**src/rtl/cmp_sort_ctrl.sv**
```systemverilog
// cmp_sort_ctrl: collects N words, bubble-sorts them ascending through one
// shared W-bit unsigned comparator (one compare per clock), then streams them.
// Ports:
//   clk, rst_n             clock, asynchronous active-low reset
//   in_valid/in_ready      input word handshake (ready only while loading)
//   in_data                input word
//   out_valid/out_ready    sorted word handshake (valid only while draining)
//   out_data, out_last     current sorted word, high on the N-th word
//   busy                   high while sorting or draining
//   swap_count             swaps made for the current batch
module cmp_sort_ctrl #(
    parameter int N = 4,
    parameter int W = 4,
    localparam int SCW = $clog2(N * (N - 1) / 2 + 1)
) (
    input  logic           clk,
    input  logic           rst_n,
    input  logic           in_valid,
    output logic           in_ready,
    input  logic [W-1:0]   in_data,
    output logic           out_valid,
    input  logic           out_ready,
    output logic [W-1:0]   out_data,
    output logic           out_last,
    output logic           busy,
    output logic [SCW-1:0] swap_count
);

    localparam int IW = $clog2(N);
    localparam logic [IW-1:0] LAST_IDX = IW'(N - 1);
    localparam logic [IW-1:0] LAST_CMP = IW'(N - 2);

    typedef enum logic [1:0] {
        S_LOAD,
        S_SORT,
        S_DRAIN
    } state_e;

    state_e         state_q, state_d;
    // Load index while loading, output index k while draining.
    logic [IW-1:0]  idx_q, idx_d;
    logic [IW-1:0]  pass_q, pass_d;
    logic [IW-1:0]  cmp_q, cmp_d;
    // Any swap so far in the current pass (excluding this cycle's compare).
    logic           swapped_q, swapped_d;
    logic [SCW-1:0] swap_cnt_q, swap_cnt_d;
    logic [W-1:0]   mem_q [N];
    logic [W-1:0]   mem_d [N];

    logic [IW-1:0]  cmp_nx;
    logic [W-1:0]   cmp_a, cmp_b;
    logic           eq, lst, grt;
    logic           end_pass;

    assign cmp_nx = cmp_q + IW'(1);
    assign cmp_a  = mem_q[cmp_q];
    assign cmp_b  = mem_q[cmp_nx];

    // The single shared magnitude comparator.
    assign eq  = (cmp_a == cmp_b);
    assign lst = (cmp_a < cmp_b);
    assign grt = ~(eq | lst);

    assign end_pass = (cmp_q == LAST_CMP - pass_q);

    always_comb begin
        state_d    = state_q;
        idx_d      = idx_q;
        pass_d     = pass_q;
        cmp_d      = cmp_q;
        swapped_d  = swapped_q;
        swap_cnt_d = swap_cnt_q;
        mem_d      = mem_q;
        unique case (state_q)
            S_LOAD: begin
                if (in_valid) begin
                    mem_d[idx_q] = in_data;
                    if (idx_q == '0) begin
                        swap_cnt_d = '0;
                    end
                    if (idx_q == LAST_IDX) begin
                        idx_d     = '0;
                        pass_d    = '0;
                        cmp_d     = '0;
                        swapped_d = 1'b0;
                        state_d   = S_SORT;
                    end else begin
                        idx_d = idx_q + IW'(1);
                    end
                end
            end
            S_SORT: begin
                // Only strictly greater swaps, keeping equal values in order.
                if (grt) begin
                    mem_d[cmp_q]  = cmp_b;
                    mem_d[cmp_nx] = cmp_a;
                    swap_cnt_d    = swap_cnt_q + SCW'(1);
                end
                if (end_pass) begin
                    if (!(swapped_q || grt) || pass_q == LAST_CMP) begin
                        idx_d   = '0;
                        state_d = S_DRAIN;
                    end else begin
                        pass_d    = pass_q + IW'(1);
                        cmp_d     = '0;
                        swapped_d = 1'b0;
                    end
                end else begin
                    cmp_d     = cmp_nx;
                    swapped_d = swapped_q | grt;
                end
            end
            S_DRAIN: begin
                if (out_ready) begin
                    if (idx_q == LAST_IDX) begin
                        idx_d   = '0;
                        state_d = S_LOAD;
                    end else begin
                        idx_d = idx_q + IW'(1);
                    end
                end
            end
            default: begin
                state_d = S_LOAD;
            end
        endcase
    end

    always_ff @(posedge clk or negedge rst_n) begin
        if (!rst_n) begin
            state_q    <= S_LOAD;
            idx_q      <= '0;
            pass_q     <= '0;
            cmp_q      <= '0;
            swapped_q  <= 1'b0;
            swap_cnt_q <= '0;
            for (int j = 0; j < N; j++) begin
                mem_q[j] <= '0;
            end
        end else begin
            state_q    <= state_d;
            idx_q      <= idx_d;
            pass_q     <= pass_d;
            cmp_q      <= cmp_d;
            swapped_q  <= swapped_d;
            swap_cnt_q <= swap_cnt_d;
            mem_q      <= mem_d;
        end
    end

    assign in_ready   = (state_q == S_LOAD);
    assign out_valid  = (state_q == S_DRAIN);
    assign busy       = (state_q != S_LOAD);
    assign out_data   = out_valid ? mem_q[idx_q] : '0;
    assign out_last   = out_valid && (idx_q == LAST_IDX);
    assign swap_count = swap_cnt_q;

endmodule

```
**config.mk**
```make
export PLATFORM = sky130hd
export DESIGN_NAME = cmp_sort_ctrl
export DESIGN_NICKNAME = d
export VERILOG_FILES = /design/src/rtl/cmp_sort_ctrl.sv
export SDC_FILE = /design/constraint.sdc
export NUM_CORES = 1
export LEC_CHECK = 0
export CAP_MARGIN = 25
export CELL_PAD_IN_SITES_DETAIL_PLACEMENT = 0
export CELL_PAD_IN_SITES_GLOBAL_PLACEMENT = 1
export CORE_ASPECT_RATIO = 0.5
export CORE_UTILIZATION = 40
export DETAILED_ROUTE_END_ITERATION = 8
export PLACE_DENSITY = 0.7
export SYNTH_ARGS = -nofsm -noshare
export SYNTH_HDL_FRONTEND = slang
export SYNTH_SLANG_ARGS = --single-unit
```
**constraint.sdc**
```tcl
create_clock -name clk -period 4.3 [get_ports clk]
set_input_delay 0.645 -clock clk [delete_from_list [all_inputs] [get_ports clk]]
set_output_delay 0.645 -clock clk [all_outputs]
set_load 0.03 [all_outputs]
```
==> metrics <==
startpoint class of the critical path=flop; number of diodes=0; maximum number of pins on one net before global-route repair=32; post-cts repair resize count=0; synthesized area=2310 µm²; TritonCTS clock tree=yes; gr busiest metal=met1; final hold viol count=0; count of flip-flops with a built-in enable after synthesis=0; worst slew slack as a fraction of its limit=50.4%; fraction of post-synthesis cell area in the top cell type by area=30.3%; cts-stage hold buffer count=0; area of the core=5520 µm²; average wire length per cell after detail routing=21.3 µm; via-per-instance ratio=6.37; RSZ-0062 raised after global routing=no; worst setup slack after placement=0.368 ns; I/O pin count=19; Syn. warnings=0; number of antenna violations at the first check in global routing=0; GRT met1 Usage=37.7%; worst min-delay path category=flop to flop; number of antenna-violating nets in the routed design=0; Synth async-reset ratio=100%; global-route wire length before repair=10.5 mm; post-synthesis cell count=230; final-stage net count=266; nets in the synthesized netlist=252; die area=6110 µm²; met2 routing resource usage after global routing=31.8%; max_cap viols=0; clock transition at the registers of the reported paths=0.07 ns; total iterations of the first detailed-routing run=5; clock latency on the worst-skew pair=0.27 ns; max frequency=0.249 GHz; cell types occupying the most area after synthesis=sky130_fd_sc_hd__dfrtp_1 (30%), sky130_fd_sc_hd__mux4_2 (7.8%), sky130_fd_sc_hd__ha_1 (7.6%); Chip Height=55.8 µm; maximum number of buffers from clock root to sink=2; Required @ worst endpoint=4.46 ns; met3 routing resource usage after global routing=3.28%; Tmin final=4.01 ns; result of the run=complete, no violations; Overall Global Routing Usage=23.6%; worst clock skew on the final layout=0.00624 ns; overall routed net length=6.74 mm; Rows=19; # Post-CTS Setup Buffers=0; post-synthesis sequential element count=28; post-route DRC violation count=0; CP Data Arrival Time=4.17 ns; Detailed Route Iter0 Violations=178; share of the yosys chip area belonging to registers=30.3%; initial standard-cell utilization of the core=41.9%; total via count after detailed routing=2012; maximum net fanout on the critical path=11; most frequently used flop master after synthesis=sky130_fd_sc_hd__dfrtp_1; Yosys top cell by area=sky130_fd_sc_hd__dfrtp_1; average size of a mapped cell=10.1 µm²; Final Wtd Congestion=0.888; total number of H-tree levels=1; fraction of layout cells with a size suffix above 1=16.0%; Die X=110 µm; PortBufs=18; minimum setup slack in the final design=0.290 ns; distinct cell type count after synthesis=45; clock root buffer=sky130_fd_sc_hd__clkbuf_16; most common library cell in the layout ignoring fill and taps=sky130_fd_sc_hd__dfrtp_1; Finish-stage setup viols=0; via count of the first global-routing pass=1895; Setup Total Neg Slack=0 ns; most used cells in the layout excluding fill and tap cells=sky130_fd_sc_hd__dfrtp_1 (28), sky130_fd_sc_hd__nand2_1 (25), sky130_fd_sc_hd__nand3_1 (19); post-detail-place hpwl=5.05 mm; share of the cycle needed by the critical path after routing=93.3%; total global routing overflow=0; Critical Path Sink Type=flop; Clock Sinks=28; number of max-slew violations in the final report=0; type of the setup path with the least slack=flop to flop; number of buffers created by CTS=3; signed area change from the synthesized netlist to the final layout=13.7%; slew at the pin closest to its max-slew limit=0.744 ns
## final timing paths
check / slack (ns) / from / end / depth (start not counted)
worst max-delay path: 0.29 / cmp_q[0]$_DFFE_PN0P_ / mem_q[11]$_DFFE_PN0P_ / 11
worst min register to register: 0.48 / swap_count[2]$_DFFE_PN0P_ / swap_count[2]$_DFFE_PN0P_ / 1
min in group asynchronous: 0.76 / rst_n / swap_count[2]$_DFFE_PN0P_ / 2
worst min-delay path: 0.48 / swap_count[2]$_DFFE_PN0P_ / swap_count[2]$_DFFE_PN0P_ / 1
max in group asynchronous: 3.27 / rst_n / cmp_q[0]$_DFFE_PN0P_ / 2
worst max register to register: 0.29 / cmp_q[0]$_DFFE_PN0P_ / mem_q[11]$_DFFE_PN0P_ / 11
## logic make-up (layout without fill, tap and decap cells)
group / count (synthesis) / count (layout) / share of synthesized area [%]
simple gates: 72 / 72 / 16.1
compound gates: 49 / 49 / 17.5
mux: 39 / 39 / 22.8
flops: 28 / 28 / 30.3
buf+inv: 26 / 39 / 5.08
fa+ha+maj: 14 / 14 / 7.57
xor+xnor: 2 / 2 / 0.757
## layer usage
metal	vias up	routed length, µm
met4	0	164
met5	-	0
met2	120	2680
met1	974	3330
met3	25	569
li1	893	-
## critical path: stages (launching register included)
cell,delay [ns]
sky130_fd_sc_hd__dfrtp_1,0.62
sky130_fd_sc_hd__inv_1,0.28
sky130_fd_sc_hd__ha_1,0.65
sky130_fd_sc_hd__mux2i_1,0.16
sky130_fd_sc_hd__mux2i_1,0.42
sky130_fd_sc_hd__inv_1,0.09
sky130_fd_sc_hd__ha_1,0.31
sky130_fd_sc_hd__and4_1,0.27
sky130_fd_sc_hd__a2bb2oi_1,0.16
sky130_fd_sc_hd__a31o_4,0.26
sky130_fd_sc_hd__a21oi_2,0.28
sky130_fd_sc_hd__mux2_2,0.38
## metrics by stage
stage	hold WS, ns	area [µm²]	util, %	std cells
finish	0.480	2630	47.7	316
global route	0.523	2630	47.7	316
CTS	0.485	2630	47.7	316
detailed placement	0.474	2540	46.1	312
global placement	0.465	2540	46.1	312
floorplan	0.349	2310	-	230
## state kept, by name, indices dropped and copies added (netlist names)
register and flops:
pass_q 2, state_q 2, idx_q 2, swap_count 3, swapped_q 1, cmp_q 2, mem_q 16
## cell usage after synthesis (all sizes together), types with 4 or more instances
library cell  instances
dfrtp                28
nand2                25
nand3                19
mux2                 17
a32oi                16
ha                   14
mux2i                14
inv                  13
buf                  10
a21oi                 8
mux4                  8
and2                  6
o21ai                 6
nor2                  5
o22ai                 5
nand2b                4
## area by class of cell
cell class | count | area (µm²)
timing repair buffer | 21 | 203
inverter | 14 | 52.6
clock buffer | 4 | 88.8
sequential | 28 | 701
tap | 73 | 91.3
fill | 534 | 2880
multi-input combinational | 176 | 1500
Power is left out: the tool's default activity adds up to more than one toggle a clock period on the data nets, which glitch-free logic cannot reach.
==> RTL change (same settings) <==
Reset style: synchronous (`rst_n`), changed in one clocked block. Comments in the files are not updated.
--- a/src/rtl/cmp_sort_ctrl.sv
+++ b/src/rtl/cmp_sort_ctrl.sv
@@ -126,7 +126,7 @@
         endcase
     end
 
-    always_ff @(posedge clk or negedge rst_n) begin
+    always_ff @(posedge clk) begin
         if (!rst_n) begin
             state_q    <= S_LOAD;
             idx_q      <= '0;
Function: differs if rst_n is asserted again (counterexample within 10 cycles, from zero or initial values and one cycle with rst_n low); with rst_n held inactive, the same outputs for 10 cycles.
==> RTL change against the unedited design <==
Clock skew down 0.0014 ns. Critical path type unchanged. Sequential cell count did not move. Routed wire length shrank 2.3%. Area after synthesis is 4.3% lower. Design area decreased by 6.0%. Non-clock buffer count stayed put. Fmax grew 12%. Highest routed layer unchanged. Setup slack improved by 0.44 ns.
Power is left out: it rests on default switching activity, and per cell area and clock period it moved more than threefold.
==> RTL change: results (changes against the unedited design) <==
| Metric | Value |
|---|---|
| Multi-input gate count | `187 (+6.3%)` |
| Number of global-route vias before repair | `1823 (-3.8%)` |
| Compound-gate portion of the synthesized area | `29.4% (+12 points)` |
| Register share of the cell area | `22.7% (-4.0 points)` |
| Crit path DAT | `3.81 ns (-0.36 ns)` |
| Fin util | `48.4% (+0.68 points)` |
| Multi-input combinational cell area | `1500 µm² (+0.59%)` |
| DRT iter0 DRCs | `158 (-11%)` |
| Clock transition at path regs | `0.10 ns (+0.03 ns)` |
| NonClk Buf Share | `8.19% (+0.49 points)` |
| Cell Count, Final, Fillers Out | `327 (+3.5%)` |
| Synth cell types | `53 (+18%)` |
| Pre-CTS setup slack | `0.786 ns (+0.419 ns)` |
| Clk_lat worst skew | `0.29 ns (+0.02 ns)` |
| Slowest CP cell | `mux4_1` |
| Syn_nets | `269 (+6.7%)` |
| Routed WL | `6590 µm (-2.3%)` |
| Synth Area in Adders | `7.91% (+0.34 points)` |
| Post-Place Cell Area | `2420 µm² (-4.9%)` |
| Inverters | `17 (+3)` |
| Mux cell area share after synthesis | `13.8% (-9.0 points)` |
| Met2 wire len | `2600 µm (-3.1%)` |
| Placer Congestion | `0.897 (+0.98%)` |
| Synth Area per Inst | `8.97 µm² (-11%)` |
| Met1 WL | `3350 µm (+0.57%)` |
| Placed Cells | `323 (+3.5%)` |
| Largest net degree at the start of global routing | `29 (-9.4%)` |
| Skew final | `0.00484 ns (-0.00139 ns)` |
| # nets final | `280 (+5.3%)` |
| Cell class contributing the biggest share of worst-path delay | `multiplexers` |
| CP max stage delay | `0.70 ns (+0.05 ns)` |
| Synth top area cells | `dfxtp_1, mux4_2, ha_1, a21oi_1, mux4_1` |
| Core Box Area | `5110 µm² (-7.3%)` |
| Met3 WL post-DR | `616 µm (+8.3%)` |
| DP HPWL | `5000 µm (-1.1%)` |
| First-pass GRT wire length | `10400 µm (-1.0%)` |
| Share of cells above drive strength 1 | `10.1% (-5.9 points)` |
| Worst-path fanout max | `21 (+10)` |
| Post-synthesis xor/xnor area fraction | `1.19% (+0.43 points)` |
| Slew headroom | `62.1% (+12 points)` |
| Status | `finished clean` |
| Commonest cells in the synthesized netlist | `dfxtp_1, a21oi_1, nand2_1, inv_1, ha_1` |
| Post-synthesis sequential area ratio | `25.3% (-5.0 points)` |
| Seq cells | `28 (unchanged)` |
==> RTL change: changes by cell type in the layout (fill, tap and decap cells not counted), sizes merged, moves of 12 or more <==
cell	unedited run	this run
nand3	19	7
dfrtp	28	0
dfxtp	0	28
a32oi	16	1
mux2i	14	2
mux2	17	0
a21oi	8	26
==> RTL change: routing by layer <==
layer  up-vias  global-route usage [%]
met2        83                    34.7
met1       991                    36.0
met3         6                    8.57
met4         0                    4.11
li1        970                       -
met5         -                       0
==> RTL change: worst paths after layout <==
check / from / end / slack (ns) / cells past startpoint
setup / recovery: cmp_q[1] / mem_q[8] / 0.73 / 11
hold / removal: pass_q[1] / pass_q[1] / 0.49 / 2
setup reg to reg: cmp_q[1] / mem_q[8] / 0.73 / 11
hold reg to reg: pass_q[1] / pass_q[1] / 0.49 / 2
